## src/rtl/mrd_sink_gate_pkg.sv

```systemverilog
// Shared types and widths for the mixed-radix DFT sink gate.
package mrd_sink_pkt;

  localparam int W_DATA = 18;  // real/imag sample width
  localparam int W_PTS  = 12;  // dftpts / counter width
  localparam int W_SIZE = 6;   // size index width

  // One buffered upstream beat; header fields are meaningful only with sop.
  typedef struct packed {
    logic              sop;
    logic              eop;
    logic [W_DATA-1:0] re;
    logic [W_DATA-1:0] im;
    logic [W_PTS-1:0]  dftpts;
    logic [W_SIZE-1:0] size;
  } sink_word_t;

  localparam int W_WORD = $bits(sink_word_t);

  typedef enum logic [1:0] {
    ST_IDLE,
    ST_STREAM,
    ST_PAD,
    ST_DROP
  } gate_state_t;

endpackage

```

## src/rtl/mrd_sink_gate_if.sv

```systemverilog
// Upstream sample stream, downstream packet stream and status of the sink gate.
interface mrd_sink_gate_if;
  import mrd_sink_pkt::*;

  logic              s_valid;
  logic              s_ready;
  logic              s_sop;
  logic              s_eop;
  logic [W_DATA-1:0] s_real;
  logic [W_DATA-1:0] s_imag;
  logic [W_PTS-1:0]  s_dftpts;
  logic [W_SIZE-1:0] s_size;

  logic              sink_ready;

  logic              m_valid;
  logic              m_sop;
  logic              m_eop;
  logic [W_DATA-1:0] m_real;
  logic [W_DATA-1:0] m_imag;
  logic [W_PTS-1:0]  m_dftpts;
  logic [W_SIZE-1:0] m_size;

  logic              err_short;
  logic              err_long;
  logic              busy;

  // The gate itself.
  modport slave (
    input  s_valid, s_sop, s_eop, s_real, s_imag, s_dftpts, s_size, sink_ready,
    output s_ready, m_valid, m_sop, m_eop, m_real, m_imag, m_dftpts, m_size,
    output err_short, err_long, busy
  );

  // The environment around the gate (sample source plus memory top).
  modport master (
    output s_valid, s_sop, s_eop, s_real, s_imag, s_dftpts, s_size, sink_ready,
    input  s_ready, m_valid, m_sop, m_eop, m_real, m_imag, m_dftpts, m_size,
    input  err_short, err_long, busy
  );

endinterface

```

## src/rtl/mrd_sink_fifo.sv

```systemverilog
// Show-ahead FIFO: rd_data is the head word whenever empty is low.
// Flags come from the registered count; no write-to-read bypass.
module mrd_sink_fifo #(
  parameter int DEPTH = 16,
  parameter int W     = 8
) (
  input  logic         clk,
  input  logic         rst,
  input  logic         wr_en,
  input  logic [W-1:0] wr_data,
  output logic         ready,
  input  logic         rd_en,
  output logic [W-1:0] rd_data,
  output logic         empty
);

  localparam int AW = $clog2(DEPTH);
  localparam logic [AW:0] FULL_CNT = (AW+1)'(DEPTH);

  logic [W-1:0]  mem [DEPTH];
  logic [AW-1:0] wr_ptr;
  logic [AW-1:0] rd_ptr;
  logic [AW:0]   count;
  logic [AW:0]   count_d;
  logic          push;
  logic          pop;

  assign push    = wr_en & ready;
  assign pop     = rd_en & ~empty;
  assign empty   = (count == '0);
  assign count_d = count + {{AW{1'b0}}, push} - {{AW{1'b0}}, pop};
  assign rd_data = mem[rd_ptr];

  // Pointers, occupancy and the registered ready flag (held low in reset).
  // NOTE: state registers use <= so every flop samples pre-edge values.
  always_ff @(posedge clk or posedge rst) begin
    if (rst) begin
      wr_ptr <= '0;
      rd_ptr <= '0;
      count  <= '0;
      ready  <= 1'b0;
    end else begin
      if (push) wr_ptr <= wr_ptr + AW'(1);
      if (pop)  rd_ptr <= rd_ptr + AW'(1);
      count <= count_d;
      ready <= (count_d != FULL_CNT);
    end
  end

  // Storage array write port.
  // NOTE: the array has no reset; contents are only visible behind the reset count.
  always_ff @(posedge clk) begin
    if (push) mem[wr_ptr] <= wr_data;
  end

endmodule

```

## src/rtl/mrd_sink_gate.sv

```systemverilog
// Packet gate in front of the mixed-radix DFT memory top: waits for sink_ready,
// then emits sop plus exactly dftpts samples, padding or truncating as needed.
module mrd_sink_gate
  import mrd_sink_pkt::*;
#(
  parameter int DEPTH = 16
) (
  input logic            clk,
  input logic            rst,
  mrd_sink_gate_if.slave bus
);

  sink_word_t        in_word;
  sink_word_t        head;
  logic              fifo_empty;
  logic              fifo_ready;
  logic              pop;

  gate_state_t       state, state_d;
  logic [W_PTS-1:0]  cnt, cnt_d, cnt_inc;
  logic              orphan, orphan_d;

  logic              m_valid_q, m_valid_d;
  logic              m_sop_q, m_sop_d;
  logic              m_eop_q, m_eop_d;
  logic [W_DATA-1:0] m_real_q, m_real_d;
  logic [W_DATA-1:0] m_imag_q, m_imag_d;
  logic [W_PTS-1:0]  m_dftpts_q, m_dftpts_d;
  logic [W_SIZE-1:0] m_size_q, m_size_d;
  logic              err_short_q, err_short_d;
  logic              err_long_q, err_long_d;

  assign in_word = '{sop:    bus.s_sop,
                     eop:    bus.s_eop,
                     re:     bus.s_real,
                     im:     bus.s_imag,
                     dftpts: bus.s_dftpts,
                     size:   bus.s_size};

  mrd_sink_fifo #(
    .DEPTH (DEPTH),
    .W     (W_WORD)
  ) u_fifo (
    .clk     (clk),
    .rst     (rst),
    .wr_en   (bus.s_valid),
    .wr_data (in_word),
    .ready   (fifo_ready),
    .rd_en   (pop),
    .rd_data (head),
    .empty   (fifo_empty)
  );

  // cnt never exceeds dftpts, so this increment cannot wrap where it is used.
  assign cnt_inc = cnt + W_PTS'(1);

  // Next-state, pop decision and next output values.
  // NOTE: every signal gets a default first so no path leaves one unassigned (no latches).
  always_comb begin
    state_d     = state;
    cnt_d       = cnt;
    orphan_d    = orphan;
    pop         = 1'b0;
    m_valid_d   = 1'b0;
    m_sop_d     = 1'b0;
    m_eop_d     = 1'b0;
    m_real_d    = m_real_q;
    m_imag_d    = m_imag_q;
    m_dftpts_d  = m_dftpts_q;
    m_size_d    = m_size_q;
    err_short_d = 1'b0;
    err_long_d  = 1'b0;

    case (state)
      ST_IDLE: begin
        if (!fifo_empty) begin
          if (!head.sop) begin
            // Orphan beat: discard, flag only the first of a run.
            pop        = 1'b1;
            err_long_d = ~orphan;
            orphan_d   = 1'b1;
          end else begin
            orphan_d = 1'b0;
            if (head.dftpts < W_PTS'(2)) begin
              // Unsupported length: discard the header beat and the rest of the packet.
              pop        = 1'b1;
              err_long_d = 1'b1;
              if (!head.eop) state_d = ST_DROP;
            end else if (bus.sink_ready) begin
              pop        = 1'b1;
              m_valid_d  = 1'b1;
              m_sop_d    = 1'b1;
              m_real_d   = head.re;
              m_imag_d   = head.im;
              m_dftpts_d = head.dftpts;
              m_size_d   = head.size;
              cnt_d      = W_PTS'(1);
              if (head.eop) begin
                state_d     = ST_PAD;
                err_short_d = 1'b1;
              end else begin
                state_d = ST_STREAM;
              end
            end
          end
        end
      end

      ST_STREAM: begin
        orphan_d = 1'b0;
        if (!fifo_empty) begin
          if (head.sop) begin
            // Next packet arrived before this one ended: leave it queued and pad.
            state_d     = ST_PAD;
            err_short_d = 1'b1;
          end else begin
            pop       = 1'b1;
            m_valid_d = 1'b1;
            m_real_d  = head.re;
            m_imag_d  = head.im;
            cnt_d     = cnt_inc;
            if (cnt_inc == m_dftpts_q) begin
              m_eop_d = 1'b1;
              if (head.eop) begin
                state_d = ST_IDLE;
              end else begin
                state_d    = ST_DROP;
                err_long_d = 1'b1;
              end
            end else if (head.eop) begin
              state_d     = ST_PAD;
              err_short_d = 1'b1;
            end
          end
        end
      end

      ST_PAD: begin
        orphan_d  = 1'b0;
        m_valid_d = 1'b1;
        m_real_d  = '0;
        m_imag_d  = '0;
        cnt_d     = cnt_inc;
        if (cnt_inc == m_dftpts_q) begin
          m_eop_d = 1'b1;
          state_d = ST_IDLE;
        end
      end

      ST_DROP: begin
        orphan_d = 1'b0;
        if (!fifo_empty) begin
          if (head.sop) begin
            state_d = ST_IDLE;
          end else begin
            pop = 1'b1;
            if (head.eop) state_d = ST_IDLE;
          end
        end
      end

      default: state_d = ST_IDLE;
    endcase
  end

  // FSM state, beat counter and registered outputs.
  always_ff @(posedge clk or posedge rst) begin
    if (rst) begin
      state       <= ST_IDLE;
      cnt         <= '0;
      orphan      <= 1'b0;
      m_valid_q   <= 1'b0;
      m_sop_q     <= 1'b0;
      m_eop_q     <= 1'b0;
      m_real_q    <= '0;
      m_imag_q    <= '0;
      m_dftpts_q  <= '0;
      m_size_q    <= '0;
      err_short_q <= 1'b0;
      err_long_q  <= 1'b0;
    end else begin
      state       <= state_d;
      cnt         <= cnt_d;
      orphan      <= orphan_d;
      m_valid_q   <= m_valid_d;
      m_sop_q     <= m_sop_d;
      m_eop_q     <= m_eop_d;
      m_real_q    <= m_real_d;
      m_imag_q    <= m_imag_d;
      m_dftpts_q  <= m_dftpts_d;
      m_size_q    <= m_size_d;
      err_short_q <= err_short_d;
      err_long_q  <= err_long_d;
    end
  end

  assign bus.s_ready   = fifo_ready;
  assign bus.m_valid   = m_valid_q;
  assign bus.m_sop     = m_sop_q;
  assign bus.m_eop     = m_eop_q;
  assign bus.m_real    = m_real_q;
  assign bus.m_imag    = m_imag_q;
  assign bus.m_dftpts  = m_dftpts_q;
  assign bus.m_size    = m_size_q;
  assign bus.err_short = err_short_q;
  assign bus.err_long  = err_long_q;
  assign bus.busy      = (state != ST_IDLE);

endmodule

```

## src/flat_wrapper.sv

```systemverilog
// flat-port wrapper written by rule: the top's interface ports become plain ports
module mrd_sink_gate_flat import mrd_sink_pkt::*;
#(
  parameter int DEPTH = 16
)
  (clk, rst, bus_s_valid, bus_s_sop, bus_s_eop, bus_s_real, bus_s_imag, bus_s_dftpts, bus_s_size, bus_sink_ready, bus_s_ready, bus_m_valid, bus_m_sop, bus_m_eop, bus_m_real, bus_m_imag, bus_m_dftpts, bus_m_size, bus_err_short, bus_err_long, bus_busy);
  mrd_sink_gate_if bus_i ();
  input logic clk;
  input logic rst;
  input wire logic [$bits(bus_i.s_valid)-1:0] bus_s_valid;
  input wire logic [$bits(bus_i.s_sop)-1:0] bus_s_sop;
  input wire logic [$bits(bus_i.s_eop)-1:0] bus_s_eop;
  input wire logic [$bits(bus_i.s_real)-1:0] bus_s_real;
  input wire logic [$bits(bus_i.s_imag)-1:0] bus_s_imag;
  input wire logic [$bits(bus_i.s_dftpts)-1:0] bus_s_dftpts;
  input wire logic [$bits(bus_i.s_size)-1:0] bus_s_size;
  input wire logic [$bits(bus_i.sink_ready)-1:0] bus_sink_ready;
  output wire logic [$bits(bus_i.s_ready)-1:0] bus_s_ready;
  output wire logic [$bits(bus_i.m_valid)-1:0] bus_m_valid;
  output wire logic [$bits(bus_i.m_sop)-1:0] bus_m_sop;
  output wire logic [$bits(bus_i.m_eop)-1:0] bus_m_eop;
  output wire logic [$bits(bus_i.m_real)-1:0] bus_m_real;
  output wire logic [$bits(bus_i.m_imag)-1:0] bus_m_imag;
  output wire logic [$bits(bus_i.m_dftpts)-1:0] bus_m_dftpts;
  output wire logic [$bits(bus_i.m_size)-1:0] bus_m_size;
  output wire logic [$bits(bus_i.err_short)-1:0] bus_err_short;
  output wire logic [$bits(bus_i.err_long)-1:0] bus_err_long;
  output wire logic [$bits(bus_i.busy)-1:0] bus_busy;
  assign bus_i.s_valid = bus_s_valid;
  assign bus_i.s_sop = bus_s_sop;
  assign bus_i.s_eop = bus_s_eop;
  assign bus_i.s_real = bus_s_real;
  assign bus_i.s_imag = bus_s_imag;
  assign bus_i.s_dftpts = bus_s_dftpts;
  assign bus_i.s_size = bus_s_size;
  assign bus_i.sink_ready = bus_sink_ready;
  assign bus_s_ready = bus_i.s_ready;
  assign bus_m_valid = bus_i.m_valid;
  assign bus_m_sop = bus_i.m_sop;
  assign bus_m_eop = bus_i.m_eop;
  assign bus_m_real = bus_i.m_real;
  assign bus_m_imag = bus_i.m_imag;
  assign bus_m_dftpts = bus_i.m_dftpts;
  assign bus_m_size = bus_i.m_size;
  assign bus_err_short = bus_i.err_short;
  assign bus_err_long = bus_i.err_long;
  assign bus_busy = bus_i.busy;
  mrd_sink_gate #(.DEPTH(DEPTH)) u_core (.clk(clk), .rst(rst), .bus(bus_i));
endmodule
```

## config.mk

```make
export PLATFORM = sky130hd
export DESIGN_NAME = mrd_sink_gate_flat
export DESIGN_NICKNAME = d
export VERILOG_FILES = /design/src/rtl/mrd_sink_gate_pkg.sv /design/src/rtl/mrd_sink_gate_if.sv /design/src/rtl/mrd_sink_fifo.sv /design/src/rtl/mrd_sink_gate.sv /design/src/flat_wrapper.sv
export SDC_FILE = /design/constraint.sdc
export NUM_CORES = 1
export LEC_CHECK = 0
export BUFFER_PORTS_ARGS = -buffer_cell sky130_fd_sc_hd__buf_2
export CAP_MARGIN = 20
export CORE_MARGIN = 1
export CORE_UTILIZATION = 23
export DETAILED_ROUTE_END_ITERATION = 8
export SLEW_MARGIN = 15
export SYNTH_ARGS = -nofsm -noshare
export SYNTH_HDL_FRONTEND = slang
export SYNTH_SLANG_ARGS = --single-unit
```

## constraint.sdc

```tcl
create_clock -name clk -period 10.4 [get_ports clk]
set_input_delay 1.04 -clock clk [delete_from_list [all_inputs] [get_ports clk]]
set_output_delay 1.04 -clock clk [all_outputs]
set_load 0.02 [all_outputs]
```

==> insert_results.sql, run 1 <==
INSERT INTO impl_metrics (metric_group, metric, value, unit) VALUES
('pwr', 'power.density_cell_area', '200.5', 'nW/um2'),
('floorplan', 'die_area', '168700', 'um2'),
('clock_tree', 'cts_post_setup_buffers_inserted', '0', ''),
('critical_path', 'critPathKind', 'reg2reg', ''),
('yosys', 'mappedNetlistArea', '38420', 'um2'),
('yosys', 'ys_dominant_reg_cell', 'edfxtp_1', ''),
('min_path', 'min-delay-path-class', 'in2async', ''),
('finish', 'fillers', '16250', ''),
('yosys', 'warning_count_from_the_yosys_run', '0', ''),
('route', 'detailedRoute.firstIterationViolations', '1621', ''),
('yosys', 'ys_ff_latch', '984', ''),
('yosys', 'synth-seq-area-share', '0.7577', ''),
('sta', 'finalCritPeriodShare', '0.5590', ''),
('yosys', 'yosys.area.top_type_share', '0.7003', ''),
('route', 'vias_per_cell', '4.327', ''),
('route', 'highest_metal_layer_used_by_the_detailed_router', 'met5', ''),
('route', 'vias', '18210', ''),
('route', 'wl_cell', '22.48', 'um'),
('route', 'met1_length', '39610', 'um'),
('finish', 'instances_no_fill', '4208', ''),
('sta', 'setup-tns-final', '0', 'ns'),
('yosys', 'netlist.top_cell.by_area', 'edfxtp_1', ''),
('status', 'result_of_the_run', 'completed', ''),
('floorplan', 'dieHeight', '410.7', 'um'),
('global_route', 'maximum_number_of_pins_on_one_net_before_global_route_repair', '149', ''),
('global_route', 'vias_in_the_first_global_route', '18420', ''),
('global_route', 'antenna_found_initial', '48', ''),
('sta', 'number_of_max_slew_violations_in_the_final_report', '0', ''),
('clock_tree', 'cts_made_buffers', '100', ''),
('pwr', 'power_leakage', '13.88', 'nW'),
('clock_tree', 'ctsLongestPathBuffers', '3', ''),
('floorplan', 'row_count', '149', ''),
('yosys', 'leading_post_synthesis_cells_by_cell_area', 'edfxtp_1 (70%), mux4_2 (15%), dfrtp_1 (5.7%), o21ai_0 (0.76%), mux2i_1 (0.70%)', ''),
('sta', 'fin_crit', '5.814', 'ns'),
('finish', 'final_layout_size_suffix_gt1_frac', '0.2935', ''),
('critical_path', 'critPathRequiredTime', '10.90', 'ns'),
('route', 'wl', '94600', 'um'),
('clock_tree', 'insertion_delay', '0.67', 'ns'),
('clock_tree', 'post_cts.resized_instances', '0', ''),
('yosys', 'async_flop_share', '0.08943', ''),
('clock_tree', 'cts.reportedPaths.clkPinSlew', '0.06', 'ns'),
('clock_tree', 'cts_num_sinks', '984', ''),
('sta', 'worst_pin_slew', '1.034', 'ns'),
('pwr', 'pwr-share-comb', '0.076', ''),
('critical_path', 'critPathLaunchType', 'flop', ''),
('pwr', 'netSwitchingFraction', '0.2289', ''),
('global_route', 'grt_first_pass_wirelength', '135600', 'um'),
('flow_run', 'cap_viol_max_count', '0', ''),
('pwr', 'sequentialPowerShare', '0.535', ''),
('pwr', 'internal_power', '0.006940', 'W'),
('critical_path', 'critPathArrivalTime', '6.31', 'ns'),
('floorplan', 'start_util', '0.2323', ''),
('sta', 'rsz0062_at_grt', 'no', ''),
('critical_path', 'critical_path.endpoint_type', 'flop', ''),
('finish', 'fin_nets', '2010', ''),
('yosys', 'synth.net_count', '1852', ''),
('placed_design', 'gpl.final_weighted_congestion', '0.7789', ''),
('floorplan', 'core-area', '165400', 'um2'),
('yosys', 'synth.distinct_cells', '63', ''),
('yosys', 'synthesis.area_per_instance', '21.64', 'um2'),
('route', 'drt_pass1_iterations', '7', ''),
('placed_design', 'cell_count_post_placement', '4020', ''),
('yosys', 'synth.most_common_cell', 'edfxtp_1', ''),
('critical_path', 'critPathMaxFanout', '148', ''),
('yosys', 'synth_commonest_cells', 'edfxtp_1 (896), mux4_2 (251), dfrtp_1 (88), nand2_1 (63), o21ai_0 (58)', ''),
('global_route', 'overflow', '0', ''),
('clock_tree', 'cts_tree', 'yes', ''),
('yosys', 'synth_edf_count', '896', ''),
('global_route', 'grt_use_total', '0.1109', ''),
('route', 'route.detailed.drc', '0', ''),
('finish', 'syn2layout_area_growth', '16.83', '%');
==> final cells by class <==
cell class | count | area [um2] | share of cell area
antenna | 2 | 5.005 | 0.0001115
clock buffer | 143 | 2826 | 0.06297
clock inverter | 43 | 414.1 | 0.009227
inverter | 20 | 80.08 | 0.001784
multi-input combinational | 680 | 8861 | 0.1974
sequential | 984 | 29120 | 0.6487
tap | 2189 | 2739 | 0.06102
timing repair buffer | 147 | 840.8 | 0.01873
==> path summary, 6_finish.rpt <==
check	startpoint	cells after the start	endpoint	slack (ns)
min reg2reg	u_core.bus.m_real[0]	2	u_core.bus.m_real[0]	0.47
max reg2reg	u_core.u_fifo.rd_ptr[1]	17	u_core.u_fifo.ready	4.59
max	u_core.u_fifo.rd_ptr[1]	17	u_core.u_fifo.ready	4.59
max in group asynchronous	rst	3	u_core.u_fifo.rd_ptr[0]	8.57
min in group clk	u_core.bus.m_real[0]	2	u_core.bus.m_real[0]	0.47
min	rst	2	u_core.bus.m_imag[0]	0.45
==> critical path: stages, from the launching register on <==
cell and delay (ns):
dfrtp_4 0.65, buf_4 0.76, buf_12 0.74, mux4_2 0.41
a22oi_1 0.18, o21ai_0 0.21, nor3_1 0.54, and2_1 0.42
o31a_1 0.24, ha_1 0.14, inv_1 0.04, ha_1 0.20
fa_1 0.44, a21oi_1 0.17, nor2_1 0.06, nor2_1 0.11
xnor2_1 0.16, nand3b_1 0.13
==> flip-flops by register name, summed over array words and instances (netlist names) <==
name	cells
u_core.bus.err_long	1
u_core.bus.err_short	1
u_core.bus.m_dftpts	12
u_core.bus.m_eop	1
u_core.bus.m_imag	18
u_core.bus.m_real	18
u_core.bus.m_size	6
u_core.bus.m_sop	1
u_core.bus.m_valid	1
u_core.cnt	12
u_core.orphan	1
u_core.state	2
u_core.u_fifo.count	5
u_core.u_fifo.mem	896
u_core.u_fifo.rd_ptr	4
u_core.u_fifo.ready	1
u_core.u_fifo.wr_ptr	4
==> logic make-up after synthesis <==
family          Yosys count  synth area share
compound gates          126           0.02101
xor+xnor                 21          0.004788
fa+ha+maj                17          0.005732
buf+inv                 111           0.01368
flops                   984            0.7577
mux                     308            0.1681
simple gates            208           0.02908
==> placed cells by master, fill, tap and decap left out, types with 12 or more instances in the layout <==
cell type | Yosys | layout
buf_4 | 3 | 24
xnor2_1 | 13 | 13
ha_1 | 16 | 15
mux2i_1 | 27 | 27
nand2_1 | 63 | 63
a22oi_1 | 15 | 15
o21ai_0 | 58 | 58
inv_1 | 20 | 18
clkinv_2 | 0 | 14
clkbuf_1 | 50 | 29
and2_4 | 0 | 12
mux4_2 | 251 | 251
clkbuf_16 | 0 | 102
mux2_4 | 16 | 16
nand2b_1 | 37 | 37
edfxtp_1 | 896 | 896
clkbuf_8 | 0 | 12
buf_2 | 29 | 120
a21oi_1 | 14 | 14
nand3_1 | 20 | 20
clkinv_1 | 0 | 17
nor2_1 | 19 | 19
dfrtp_1 | 88 | 85
==> through the flow <==
stage               hold slack [ns]  utilization  instance area, um2  setup slack, ns  power, W
floorplan                    0.4824            -               38420            6.251  0.005240
global route                 0.4760       0.2714               44880            4.046  0.009303
detailed placement           0.4648       0.2518               41640            4.527  0.005599
CTS                          0.4608       0.2714               44880            4.471  0.009092
finish                       0.4533       0.2714               44890            4.586  0.009001
global placement             0.4601       0.2518               41640            4.502  0.005578
==> power by group through the flow <==
stage          Sequential (W)  Combinational (W)  Clock [W]
5_1_grt               0.00484           0.000733    0.00373
3_3_place_gp          0.00488           0.000694          0
6_report              0.00482           0.000681    0.00350
4_1_cts               0.00482           0.000701    0.00357
3_5_place_dp          0.00490           0.000700          0
2_1_floorplan         0.00488           0.000358          0
==> metal layers <==
layer,global-route usage,up-vias
li1,-,7699
met1,0.1442,9753
met2,0.1859,532
met3,0.02821,180
met4,0.02284,42
met5,0,-
Note: power is estimated with default switching activity, not from simulation.
==> run 2: changes to the inputs <==
ABC_AREA = 1   (was not set)
clock period = 4.72 ns   (was 10.4 ns; I/O delays follow)
==> run 2 against run 1 <==
Compared with the run above:
- highest routed layer unchanged
- fmax increased by 41%
- register-to-register slack got worse by 4.0 ns
- total power increased to 3.2 times the previous value
- sequential power increased by 130%
- clock skew decreased by 0.0023 ns
- core utilization decreased by 0.18 points
- critical endpoint unchanged
==> insert_results.sql, run 2 <==
INSERT INTO impl_metrics (metric_group, metric, value, unit) VALUES
('status', 'result_of_the_run', 'completed', ''),
('sta', 'rsz0062_at_grt', 'no', ''),
('sta', 'worst_clock_skew', '0.04106', 'ns'),
('yosys', 'synth.distinct_cells', '39', ''),
('floorplan', 'core-area', '171400', 'um2'),
('yosys', 'leading_post_synthesis_cells_by_cell_area', 'edfxtp_1 (68%), dfrtp_1 (5.6%), nand2_1 (4.9%), o21ai_0 (4.6%), nor2_1 (3.9%)', ''),
('pwr', 'power.density_cell_area', '616.9', 'nW/um2'),
('critical_path', 'worst-r2r-cell-count', '23', ''),
('critical_path', 'crit-reg2reg-capture', 'u_core.u_fifo.ready', ''),
('route', 'wl_cell', '19.39', 'um'),
('critical_path', 'critPathMaxFanout', '98', ''),
('floorplan', 'start_util', '0.2315', ''),
('yosys', 'synth.most_common_cell', 'edfxtp_1', ''),
('route', 'wl', '109300', 'um'),
('clock_tree', 'insertion_delay', '0.70', 'ns'),
('sta', 'fin_crit', '4.127', 'ns'),
('pwr', 'sequentialPowerShare', '0.388', ''),
('finish', 'final_layout_size_suffix_gt1_frac', '0.1177', ''),
('global_route', 'vias_in_the_first_global_route', '24610', ''),
('finish', 'max_flop_register', 'u_core.u_fifo.mem', ''),
('pwr', 'pwr-share-comb', '0.335', ''),
('sta', 'count_of_final_hold_check_violations', '0', ''),
('min_path', 'min-delay-path-class', 'in2async', ''),
('route', 'vias_per_cell', '4.479', ''),
('clock_tree', 'cts_tree', 'yes', ''),
('critical_path', 'critPathArrivalTime', '4.70', 'ns'),
('yosys', 'synth_commonest_cells', 'edfxtp_1 (896), nand2_1 (521), nor2_1 (414), o21ai_0 (361), nand3_1 (185)', ''),
('yosys', 'ys_dominant_reg_cell', 'edfxtp_1', ''),
('yosys', 'synthesis.area_per_instance', '12.54', 'um2'),
('floorplan', 'dieWidth', '417.3', 'um'),
('pwr', 'switching_power', '0.01068', 'W'),
('yosys', 'async_flop_share', '0.08943', ''),
('sta', 'setup-tns-final', '0', 'ns'),
('clock_tree', 'cts_max_level', '3', ''),
('route', 'route.detailed.drc', '0', ''),
('finish', 'largest_register_ffs', '896', ''),
('pwr', 'total_power_of_the_final_layout', '0.02851', 'W'),
('finish', 'instances_no_fill', '5638', ''),
('floorplan', 'dieHeight', '417.3', 'um'),
('critical_path', 'critPathLaunchType', 'flop', ''),
('pwr', 'max-vdd-ir-drop', '0.0005522', 'V'),
('yosys', 'netlist.top_cell.by_area', 'edfxtp_1', ''),
('critical_path', 'rrSetupSlack', '0.59', 'ns'),
('sta', 'setup-violations-final', '0', ''),
('global_route', 'grt_first_pass_wirelength', '161500', 'um'),
('floorplan', 'die_area', '174100', 'um2'),
('global_route', 'maximum_number_of_pins_on_one_net_before_global_route_repair', '254', ''),
('yosys', 'mappedNetlistArea', '39660', 'um2'),
('yosys', 'synth_edf_count', '896', ''),
('placed_design', 'dpl_worst_slack', '0.5837', 'ns'),
('critical_path', 'setup.worst_path.end', 'u_core.u_fifo.ready', ''),
('yosys', 'syn-instance-count', '3163', ''),
('global_route', 'overflow', '0', ''),
('yosys', 'ys_ff_latch', '984', ''),
('finish', 'fillers', '17500', ''),
('clock_tree', 'holdBufCountCts', '0', ''),
('placed_design', 'gpl.final_weighted_congestion', '0.7837', ''),
('yosys', 'warning_count_from_the_yosys_run', '0', ''),
('clock_tree', 'cts_post_setup_buffers_inserted', '0', ''),
('finish', 'design_area', '46210', 'um2'),
('pwr', 'netSwitchingFraction', '0.3748', ''),
('finish', 'syn2layout_area_growth', '16.52', '%'),
('global_route', 'grt_use_total', '0.1226', ''),
('critical_path', 'critPathKind', 'reg2reg', ''),
('floorplan', 'boundaryPins', '121', ''),
('clock_tree', 'cts_num_sinks', '984', ''),
('route', 'detailedRoute.firstIterationViolations', '2313', ''),
('pwr', 'power.share.clock', '0.277', ''),
('sta', 'worst_pin_slew', '1.156', 'ns'),
('yosys', 'synth.net_count', '3240', ''),
('placed_design', 'numPortBuffers', '120', ''),
('yosys', 'synth-seq-area-share', '0.7339', ''),
('sta', 'finalWorstSetupSlack', '0.5931', 'ns'),
('route', 'drt.antenna.violating_nets', '0', ''),
('sta', 'max_slew_margin_vs_limit', '0.2291', ''),
('clock_tree', 'cts.reportedPaths.clkPinSlew', '0.06', 'ns'),
('sta', 'maxClockFrequency', '0.2423', 'GHz'),
('placed_design', 'place_hpwl', '59440', 'um'),
('finish', 'layout_common_cells', 'edfxtp_1 (896), nand2_1 (521), nor2_1 (398)', ''),
('critical_path', 'r2r-start', 'u_core.u_fifo.rd_ptr[0]', ''),
('pwr', 'internal_power', '0.01782', 'W'),
('finish', 'fin_nets', '3322', ''),
('sta', 'finalCritPeriodShare', '0.8743', ''),
('clock_tree', 'ctsLongestPathBuffers', '3', ''),
('critical_path', 'critPathRequiredTime', '5.29', 'ns'),
('placed_design', 'dpl-instance-area', '42950', 'um2'),
('pwr', 'power_leakage', '15.76', 'nW'),
('clock_tree', 'cts_made_buffers', '95', ''),
('finish', 'mostFrequentLayoutCell', 'edfxtp_1', ''),
('clock_tree', 'post_cts.resized_instances', '0', ''),
('placed_design', 'cell_count_post_placement', '5458', ''),
('global_route', 'antenna_found_initial', '31', ''),
('route', 'drt_pass1_iterations', '6', ''),
('sta', 'number_of_max_slew_violations_in_the_final_report', '0', ''),
('critical_path', 'worst_setup_path_startpoint', 'u_core.u_fifo.rd_ptr[0]', ''),
('route', 'vias', '25250', ''),
('floorplan', 'row_count', '152', ''),
('critical_path', 'critical_path.endpoint_type', 'flop', ''),
('clock_tree', 'clock_root_cell', 'clkbuf_16', ''),
('yosys', 'yosys.area.top_type_share', '0.6784', ''),
('flow_run', 'cap_viol_max_count', '0', '');
## run 2: cell count changes in the layout (fill, tap and decap cells not counted), sizes merged, moves of 26 or more
cell	change
o21ai	+352
o221ai	+116
inv	+103
o211ai	+51
nand3	+166
o22ai	+52
nand2b	-37
nor2	+399
buf	+40
nand2	+460
clkbuf	-26
mux4	-260
mux2i	-27
## run 2: worst max-delay path, cell delays in order, from the launching register on
cell	delay, ns
dfrtp_4	0.47
buf_12	0.39
buf_4	0.26
nand2_1	0.06
nand3_1	0.07
nand3_1	0.08
nand3_1	0.10
nand2_1	0.11
nor2_1	0.11
nand2_1	0.09
nor2_4	0.17
nand3_2	0.17
nand2_1	0.21
nand3_1	0.18
inv_1	0.09
ha_1	0.12
inv_1	0.04
ha_1	0.20
fa_1	0.44
a21oi_1	0.16
nor2_1	0.05
nor2_1	0.10
xor2_1	0.19
nand2_1	0.07
## run 2: logic make-up (layout without fill, tap and decap cells)
| family | count (synthesis) | in the layout | share of synthesized area |
|---|---|---|---|
| compound gates | 672 | 672 | 0.1035 |
| xor+xnor | 8 | 8 | 0.001767 |
| fa+ha+maj | 17 | 17 | 0.005552 |
| buf+inv | 324 | 484 | 0.03701 |
| flops | 984 | 984 | 0.7339 |
| other cells | 0 | 5 | 0 |
| simple gates | 1158 | 1158 | 0.1182 |
## run 2: how the worst min path moves through the flow
stage                               from               endpoint  slack [ns]  cells after the start
finish                               rst   u_core.bus.m_size[2]        0.01                      2
floorplan                u_core.state[1]        u_core.state[1]        0.50                      2
detailed placement  u_core.bus.m_size[5]   u_core.bus.m_size[5]        0.47                      2
global route                         rst          u_core.cnt[0]        0.08                      2
CTS                                  rst  u_core.bus.m_real[10]        0.03                      2
global placement    u_core.bus.m_real[2]   u_core.bus.m_real[2]        0.46                      2
## run 2: stage by stage
step                        util  hold WS (ns)
after floorplan                -        0.4970
final                     0.2697      0.009519
after detailed placement  0.2506        0.4661
after CTS                 0.2696       0.03167
after global placement    0.2506        0.4649
after global routing      0.2697       0.07604
## run 2: power by group through the flow
stage	combinational [W]	sequential, W	clock (W)
floorplan	0.00630	0.0114	0
global placement	0.00953	0.0112	0
detailed placement	0.00964	0.0112	0
CTS	0.00968	0.0111	0.00807
global route	0.0106	0.0111	0.00836
finish	0.00955	0.0111	0.00791
## run 2: cell type report
class	instances	area, um2	share of cell area
inverters	122	481.7	0.01042
clock buffers	117	2511	0.05434
flip-flops and latches	984	29120	0.6302
clock inverters	58	742.0	0.01606
multi-input cells	1855	9210	0.1993
well taps	2310	2890	0.06254
diodes	5	12.51	0.0002708
repair buffers	187	1241	0.02686
## run 2: per-layer routing
layer / vias to the layer above / GRT usage / part of all wire
met3: 207 / 0.02694 / 0.068
met1: 12560 / 0.1530 / 0.41
li1: 11630 / - / -
met5: - / 0 / 0.0014
met2: 835 / 0.2083 / 0.49
met4: 24 / 0.04187 / 0.029
